<file path="config.mk">
export PLATFORM = sky130hd
export DESIGN_NAME = pipeline_hazard_ctrl
export DESIGN_NICKNAME = d
export VERILOG_FILES = /design/src/rtl/hazard_ctrl_pkg.sv /design/src/rtl/hazard_perf_cnt.sv /design/src/rtl/pipeline_hazard_ctrl.sv
export SDC_FILE = /design/constraint.sdc
export NUM_CORES = 1
export LEC_CHECK = 0
export ABC_AREA = 1
export CAP_MARGIN = 10
export CORE_MARGIN = 8
export CORE_UTILIZATION = 47
export DETAILED_ROUTE_END_ITERATION = 12
export PLACE_DENSITY = 0.88
export SYNTH_ARGS = -nofsm -noshare
export SYNTH_HDL_FRONTEND = slang
export SYNTH_SLANG_ARGS = --single-unit
</file>
<file path="constraint.sdc">
create_clock -name clk_i -period 3.7 [get_ports clk_i]
set_input_delay 0.555 -clock clk_i [delete_from_list [all_inputs] [get_ports clk_i]]
set_output_delay 0.555 -clock clk_i [all_outputs]
set_load 0.01 [all_outputs]
</file>
<file path="src/rtl/hazard_ctrl_pkg.sv">
// Shared types and constants for the pipeline hazard controller.
// State encoding, zero-register id and perf counter width.
package hazard_ctrl_pkg;

    typedef enum logic [1:0] {
        RUN      = 2'd0,
        MEM_WAIT = 2'd1,
        FLUSH    = 2'd2,
        BUBBLE   = 2'd3
    } hz_state_e;

    localparam logic [4:0] ZERO_REG = 5'd0;
    localparam int         PERF_W   = 32;

endpackage

</file>
<file path="src/rtl/hazard_perf_cnt.sv">
// Free-running wrapping perf counters: stall cycles and taken-branch flush sequences.
// Instantiated by pipeline_hazard_ctrl only when HAZARD_PERF_EN is defined.
module hazard_perf_cnt
    import hazard_ctrl_pkg::*;
(
    input  logic              clk_i,
    input  logic              rst_i,
    input  logic              stall_inc_i,
    input  logic              flush_inc_i,
    output logic [PERF_W-1:0] stall_cycles_o,
    output logic [PERF_W-1:0] flush_count_o
);

    logic [PERF_W-1:0] r_stall_cycles;
    logic [PERF_W-1:0] r_flush_count;

    always_ff @(posedge clk_i or posedge rst_i) begin
        if (rst_i) begin
            r_stall_cycles <= '0;
            r_flush_count  <= '0;
        end else begin
            if (stall_inc_i) r_stall_cycles <= r_stall_cycles + 1'b1;
            if (flush_inc_i) r_flush_count  <= r_flush_count + 1'b1;
        end
    end

    assign stall_cycles_o = r_stall_cycles;
    assign flush_count_o  = r_flush_count;

endmodule

</file>
<file path="src/rtl/pipeline_hazard_ctrl.sv">
// Stall/flush sequencer for the PC, IF/ID, ID/EX and EX/MEM pipeline registers.
// Optional perf counters are built when HAZARD_PERF_EN is defined.
module pipeline_hazard_ctrl
    import hazard_ctrl_pkg::*;
#(
    parameter int REG_AW         = 5,
    parameter int BRANCH_PENALTY = 1,
    parameter int MEM_TIMEOUT    = 255
) (
    input  logic              clk_i,
    input  logic              rst_i,
    input  logic [REG_AW-1:0] id_rs_i,
    input  logic [REG_AW-1:0] id_rt_i,
    input  logic              ex_mem_read_i,
    input  logic [REG_AW-1:0] ex_rt_i,
    input  logic              branch_taken_i,
    input  logic              mem_req_i,
    input  logic              mem_ack_i,
    output logic              pc_stall_o,
    output logic              if_id_stall_o,
    output logic              if_id_flush_o,
    output logic              id_ex_stall_o,
    output logic              id_ex_flush_o,
    output logic              ex_mem_stall_o,
    output logic              mem_timeout_o,
    output logic [PERF_W-1:0] stall_cycles_o,
    output logic [PERF_W-1:0] flush_count_o
);

    localparam logic [2:0]  PEN_M1 = 3'(BRANCH_PENALTY - 1);
    localparam logic [15:0] TMO    = 16'(MEM_TIMEOUT);

    hz_state_e   r_state, w_state_next;
    logic [15:0] r_wait_cnt, w_wait_next;
    logic [2:0]  r_remaining, w_rem_next;
    logic        r_timeout, w_timeout_next;
    logic        w_lu, w_mem_stall;
    logic        w_pc_stall, w_if_id_stall, w_if_id_flush;
    logic        w_id_ex_stall, w_id_ex_flush, w_ex_mem_stall;

    assign w_lu = ex_mem_read_i && (ex_rt_i != REG_AW'(ZERO_REG)) &&
                  ((ex_rt_i == id_rs_i) || (ex_rt_i == id_rt_i));
    assign w_mem_stall = mem_req_i && !mem_ack_i;

    always_ff @(posedge clk_i or posedge rst_i) begin
        if (rst_i) begin
            r_state     <= RUN;
            r_wait_cnt  <= '0;
            r_remaining <= '0;
            r_timeout   <= 1'b0;
        end else begin
            r_state     <= w_state_next;
            r_wait_cnt  <= w_wait_next;
            r_remaining <= w_rem_next;
            r_timeout   <= w_timeout_next;
        end
    end

    always_comb begin
        w_state_next   = r_state;
        w_wait_next    = r_wait_cnt;
        w_rem_next     = r_remaining;
        w_timeout_next = r_timeout;
        w_pc_stall     = 1'b0;
        w_if_id_stall  = 1'b0;
        w_if_id_flush  = 1'b0;
        w_id_ex_stall  = 1'b0;
        w_id_ex_flush  = 1'b0;
        w_ex_mem_stall = 1'b0;
        case (r_state)
            RUN, BUBBLE: begin
                if (w_mem_stall) begin
                    {w_pc_stall, w_if_id_stall, w_id_ex_stall, w_ex_mem_stall} = 4'hF;
                    w_state_next = MEM_WAIT;
                    w_wait_next  = 16'd1;
                end else if (branch_taken_i) begin
                    w_if_id_flush = 1'b1;
                    w_id_ex_flush = 1'b1;
                    w_rem_next    = PEN_M1;
                    w_state_next  = (PEN_M1 != 3'd0) ? FLUSH : RUN;
                end else if (r_state == RUN && w_lu) begin
                    w_pc_stall    = 1'b1;
                    w_if_id_stall = 1'b1;
                    w_id_ex_flush = 1'b1;
                    w_state_next  = BUBBLE;
                end else begin
                    w_state_next = RUN;
                end
            end
            MEM_WAIT: begin
                // A flush interrupted by the stall resumes once the access completes.
                if (mem_ack_i) begin
                    w_state_next = (r_remaining != 3'd0) ? FLUSH : RUN;
                end else if (r_wait_cnt == TMO) begin
                    w_timeout_next = 1'b1;
                    w_rem_next     = 3'd0;
                    w_state_next   = RUN;
                end else begin
                    {w_pc_stall, w_if_id_stall, w_id_ex_stall, w_ex_mem_stall} = 4'hF;
                    w_wait_next = r_wait_cnt + 16'd1;
                end
            end
            FLUSH: begin
                if (w_mem_stall) begin
                    {w_pc_stall, w_if_id_stall, w_id_ex_stall, w_ex_mem_stall} = 4'hF;
                    w_state_next = MEM_WAIT;
                    w_wait_next  = 16'd1;
                end else begin
                    w_if_id_flush = 1'b1;
                    w_rem_next    = r_remaining - 3'd1;
                    if (r_remaining <= 3'd1) w_state_next = RUN;
                end
            end
            default: w_state_next = RUN;
        endcase
    end

    assign pc_stall_o     = w_pc_stall     && !rst_i;
    assign if_id_stall_o  = w_if_id_stall  && !rst_i;
    assign if_id_flush_o  = w_if_id_flush  && !rst_i;
    assign id_ex_stall_o  = w_id_ex_stall  && !rst_i;
    assign id_ex_flush_o  = w_id_ex_flush  && !rst_i;
    assign ex_mem_stall_o = w_ex_mem_stall && !rst_i;
    assign mem_timeout_o  = r_timeout;

`ifdef HAZARD_PERF_EN
    logic w_branch_entry;
    assign w_branch_entry = ((r_state == RUN) || (r_state == BUBBLE)) &&
                            !w_mem_stall && branch_taken_i;

    hazard_perf_cnt u_perf (
        .clk_i          (clk_i),
        .rst_i          (rst_i),
        .stall_inc_i    (w_pc_stall),
        .flush_inc_i    (w_branch_entry),
        .stall_cycles_o (stall_cycles_o),
        .flush_count_o  (flush_count_o)
    );
`else
    assign stall_cycles_o = '0;
    assign flush_count_o  = '0;
`endif

endmodule

</file>
==> flow_summary.json <==
{
  "status": "complete, no violations",
  "path_class": "reg -> out",
  "cts_max_level": 1,
  "layout-drive-gt1-share_pct": 2.87,
  "period_needed_ns": 3.35,
  "ys_seq_area_share_pct": 25.1,
  "final_nets": 378,
  "cp_common_cell": "inv_1",
  "clock_path_buffers": 2,
  "grt_pass1_vias": 1865,
  "tritoncts": "built",
  "num_rows": 25,
  "worstSetupEndpoint": "id_ex_stall_o",
  "fin_skew_ns": 0.00565,
  "syn_area_um2": 2190,
  "wire_per_inst_um": 11.8,
  "yosysWarningCount": 0,
  "ctsHoldBuffers": 0,
  "grt_max_degree": 22,
  "track_usage_pct": 13.0,
  "period_share_pct": 90.4,
  "drt-total-wl_um": 4750,
  "core_um2": 4600,
  "dieWidth_um": 84.3,
  "cpMaxStageDelayCell": "clkdlybuf4s50_1",
  "endpoint_kind": "output pin",
  "startpoint": "r_state[1]",
  "diodes": 0,
  "vias_per_cell": 4.66,
  "r2r_slack_ns": 1.61,
  "initial_core_util_pct": 47.7,
  "finalSetupTns_ns": 0,
  "rsz0062_at_grt": "no",
  "drc": 0,
  "worstSkewPairLatency_ns": 0.26,
  "path_depth": 9,
  "cpPeakStageDelay_ns": 0.55,
  "max_cap_viol_count": 0,
  "crit_fanout": 21,
  "ioPinCount": 92,
  "drtAntennaViolNets": 0,
  "worstPathArrival_ns": 2.79,
  "cts_root_buf": "clkbuf_8",
  "r2r_cells": 9,
  "first_pass_iters": 5,
  "numClockSinks": 22,
  "dieArea_um2": 7110,
  "crit_family": "buffers and inverters",
  "path_buf_inv": 4,
  "ir_drop_mv": 0.221,
  "antenna_found_initial": 0,
  "avgSynthCellArea_um2": 6.79,
  "first_iter_violations": 61,
  "numPortBuffers": 27,
  "worstPathCellList": "inv_1, ha_1, inv_1, nor2_1, nand2_4, nand2_4, inv_1, nor2_1, clkdlybuf4s50_1",
  "worstReg2RegStart": "r_state[1]",
  "die_h_um": 84.3,
  "clkTransAtPathRegs_ns": 0.08,
  "synth_cells": 323,
  "regArea_um2": 551,
  "ctsResizeCount": 0,
  "hpwl_um": 3900,
  "worstPathRequired_ns": 3.14,
  "layout_common_cells": "69 x nand2_1, 64 x conb_1, 41 x nor2_1, 40 x inv_1, 27 x clkdlybuf4s50_1",
  "leakagePower_nw": 1.17,
  "power_density_nw_per_um2": 364,
  "vias": 1874,
  "synth_seq_cells": 22,
  "postCtsSetupBuffers": 0,
  "start_kind": "register",
  "syn2layout_area_growth_pct": 4.28,
  "hold_viol": 0,
  "place_congestion": 0.928,
  "hp-class": "reg -> reg",
  "fmax_ghz": 0.299,
  "p_total_mw": 0.834,
  "fillers": 474,
  "synthDistinctLibCells": 22,
  "slew_violations": 0,
  "worst_r2r_endpoint": "r_wait_cnt[4]",
  "grt_pass1_wl_um": 8040,
  "setup_viol": 0,
  "cts_buffers": 3,
  "grt_overflow_total": 0,
  "final_common_cell": "nand2_1",
  "multi_input_area_um2": 1200
}
-- cells in the mapped netlist --
cell type | instances | area share [%]
nor3_1 | 3 | 0.68
o21ai_1 | 8 | 1.8
nand3_2 | 1 | 0.46
o22ai_1 | 3 | 0.86
o21ai_0 | 10 | 2.3
buf_6 | 3 | 1.5
ha_1 | 7 | 4.0
nand4_1 | 9 | 2.6
buf_4 | 66 | 23
xor2_1 | 7 | 2.8
nand3_1 | 16 | 3.6
dfrtp_1 | 22 | 25
nand2_2 | 1 | 0.29
nor2_1 | 41 | 7.0
inv_1 | 40 | 6.8
a21oi_1 | 8 | 1.8
nor3_4 | 1 | 0.74
nand2_4 | 2 | 1.0
a31o_2 | 1 | 0.40
nand2_1 | 69 | 12
conb_1 | 1 | 0.17
xnor2_1 | 4 | 1.6
-- routing by layer --
metal	track usage, %	vias to the layer above	part of all wire, %
met4	2.78	0	1.1
met3	5.03	9	8.5
li1	-	931	-
met2	23.8	68	51
met5	0	-	0
met1	13.7	866	40
-- registers in the layout (all words and copies together), names as in the netlist --
register,cells
r_state,2
mem_timeout_o,1
r_wait_cnt,16
r_remaining,3
-- kinds of logic after synthesis --
logic type	count (synthesis)	synth area share, %
fa+ha+maj	7	3.99
flops	22	25.1
compound gates	30	7.18
buf+inv	109	31.0
xor+xnor	11	4.39
simple gates	143	28.2
other cells	1	0.171
-- worst min path at each step --
stage,start,endpoint,cells past startpoint
finish,mem_timeout_o,mem_timeout_o,1
global route,mem_timeout_o,mem_timeout_o,1
CTS,mem_timeout_o,mem_timeout_o,1
detailed placement,mem_timeout_o,mem_timeout_o,1
global placement,mem_timeout_o,mem_timeout_o,1
floorplan,r_state[0],r_state[0],2
-- final cells by class --
class / count / share of cell area (%)
Multi-Input combinational cell: 255 / 52.5
Sequential cell: 22 / 24.1
Timing Repair Buffer: 28 / 12.1
Inverter: 40 / 6.56
Tap cell: 54 / 2.95
Clock buffer: 3 / 1.80
-- power by group --
group	internal [mW]	leakage, nW	switching (mW)
Clock	0.0727	0.0216	0.0756
Combinational	0.138	0.853	0.245
Sequential	0.272	0.301	0.0306
-- through the flow --
stage / cells / utilization, % / cell area, um2 / hold WS [ns] / setup slack (ns)
5_1_grt: 402 / 49.8 / 2290 / 0.513 / 0.148
3_5_place_dp: 399 / 48.9 / 2250 / 0.474 / 0.528
2_1_floorplan: 386 / - / 2430 / 0.477 / 1.43
4_1_cts: 402 / 49.8 / 2290 / 0.496 / 0.371
6_report: 402 / 49.8 / 2290 / 0.496 / 0.354
3_3_place_gp: 399 / 48.9 / 2250 / 0.464 / 0.597
(Power assumes the default switching activity.)
==> variant, RTL diff (config.mk and constraints unchanged) <==
Re-encode `hz_state_e` (4 states) as one-hot, 4 bits wide.
--- a/src/rtl/hazard_ctrl_pkg.sv
+++ b/src/rtl/hazard_ctrl_pkg.sv
@@ -2,11 +2,11 @@
 // State encoding, zero-register id and perf counter width.
 package hazard_ctrl_pkg;
 
-    typedef enum logic [1:0] {
-        RUN      = 2'd0,
-        MEM_WAIT = 2'd1,
-        FLUSH    = 2'd2,
-        BUBBLE   = 2'd3
+    typedef enum logic [3:0] {
+        RUN      = 4'b0001,
+        MEM_WAIT = 4'b0010,
+        FLUSH    = 4'b0100,
+        BUBBLE   = 4'b1000
     } hz_state_e;
 
     localparam logic [4:0] ZERO_REG = 5'd0;
Check against the original RTL: same outputs for any inputs over 10 cycles, from zero or initial values and one cycle with rst_i high; not proved beyond that.
==> variant against the unedited design <==
Total power up 2.7%. Routed wire length up 5.2%. First-iteration DRC count up 28%. Design area up 8.4%. Synthesized area up 7.6%. Combinational power down 8.1%. Critical path type unchanged. Worst setup slack better by 300 ps. Sequential cell count up 2. Critical endpoint is now if_id_stall_o.
==> variant: results (changes against the unedited design) <==
Timing
  • Max Fclk: 328.1 MHz (was 298.9 MHz)
  • Fin Clk Skew: 1.363 ps (was 5.652 ps)

Global routing
  • Vias in the first global route: 1881 (was 1865)
  • GRT met1 Usage: 13.21% (was 13.67%)
  • Tot GR Track Use: 12.77% (was 13.02%)
  • GR met3 Demand/Resource: 1.981% (was 5.034%)
  • First-pass GRT wire length: 8031 um (was 8038 um)
  • Pin count of the biggest net entering global routing: 25 (was 22)

Final layout
  • Fill cell count: 458 (was 474)
  • Top Registers: r_wait_cnt: 16 flops, r_state: 4 flops, r_remaining: 3 flops (was r_wait_cnt: 16 flops, r_remaining: 3 flops, r_state: 2 flops)
  • Cell Count, Final, Fillers Out: 458 (was 402)
  • Nets: 417 (was 378)

Detailed routing
  • Metal3 WL: 466 um (was 402 um)
  • Post-Route WL: 4998 um (was 4751 um)
  • Initial DRT Pass Iterations: 4 (was 5)
  • Initial drt markers: 78 (was 61)
  • Met2 WL: 2544 um (was 2414 um)

Worst hold path
  • Worst hold path endpoint: r_remaining[1]$_DFFE_PP0P_ (was mem_timeout_o$_DFFE_PP0P_)
  • Hold wc startpoint: r_remaining[1]$_DFFE_PP0P_ (was mem_timeout_o$_DFFE_PP0P_)
  • Hold Crit Depth: 2 (was 1)

Placement
  • Routability-driven placement congestion ratio: 0.9054 (was 0.9279)
  • # placed instances: 454 (was 399)
  • Dpl ws: 705.6 ps (was 528.0 ps)
  • Hpwl dp: 4138 um (was 3897 um)

Critical path
  • WP data arrival: 2490 ps (was 2790 ps)
  • CP Max Fanout: 22 (was 21)
  • Reg2reg end: r_wait_cnt[8]$_DFFE_PP0P_ (was r_wait_cnt[4]$_DFFE_PP0P_)
  • Crit path largest cell delay: 580 ps (was 550 ps)
  • CP startpoint: r_state[0]$_DFFE_PP1P_ (was r_state[1]$_DFFE_PP0P_)
  • Critical Path End: if_id_stall_o (was id_ex_stall_o)
  • R2r worst-path depth: 11 (was 9)
  • R2r setup slk: 1900 ps (was 1610 ps)

Yosys
  • Synth Area in Adders: 2.120% (was 3.991%)
  • Synth top cells by count: nand2_1 (109), buf_4 (66), nor2_1 (58) (was nand2_1 (69), buf_4 (66), nor2_1 (41))

Pwr
  • Peak supply drop: 0.0002365 V (was 0.0002208 V)
  • Leakage: 1.352 nW (was 1.175 nW)

Run status
  • Status: finished, final reports clean (unchanged)
==> variant: changes by cell type after synthesis, moves of 3 or more <==
cell,change
o21ai_0,-7
nand4_1,-7
ha_1,-3
nand2_1,+40
inv_1,-3
o22ai_1,-3
nand3_1,+4
o21ai_1,-4
a21oi_1,-5
nand2_2,+3
nor2_1,+17
==> variant: critical path: cells and delay by family, from the launching register on <==
family,cells,cell delay (ps)
AND/OR/NAND/NOR,7,850
buffers and inverters,3,720
flip-flops,1,540
AO/OA/AOI/OAI,1,110
==> variant: power breakdown <==
part	internal (mW)	leakage, nW	switching (mW)
Combinational	0.110	0.995	0.241
Sequential	0.297	0.327	0.0337
Clock	0.0949	0.0288	0.0799
==> variant: layout make-up <==
class / instances / share of cell area (%)
clock buffer: 4 / 2.220
inverter: 39 / 6.004
multi-input combinational: 296 / 52.93
sequential: 24 / 24.27
tap: 67 / 3.380
timing repair buffer: 28 / 11.20
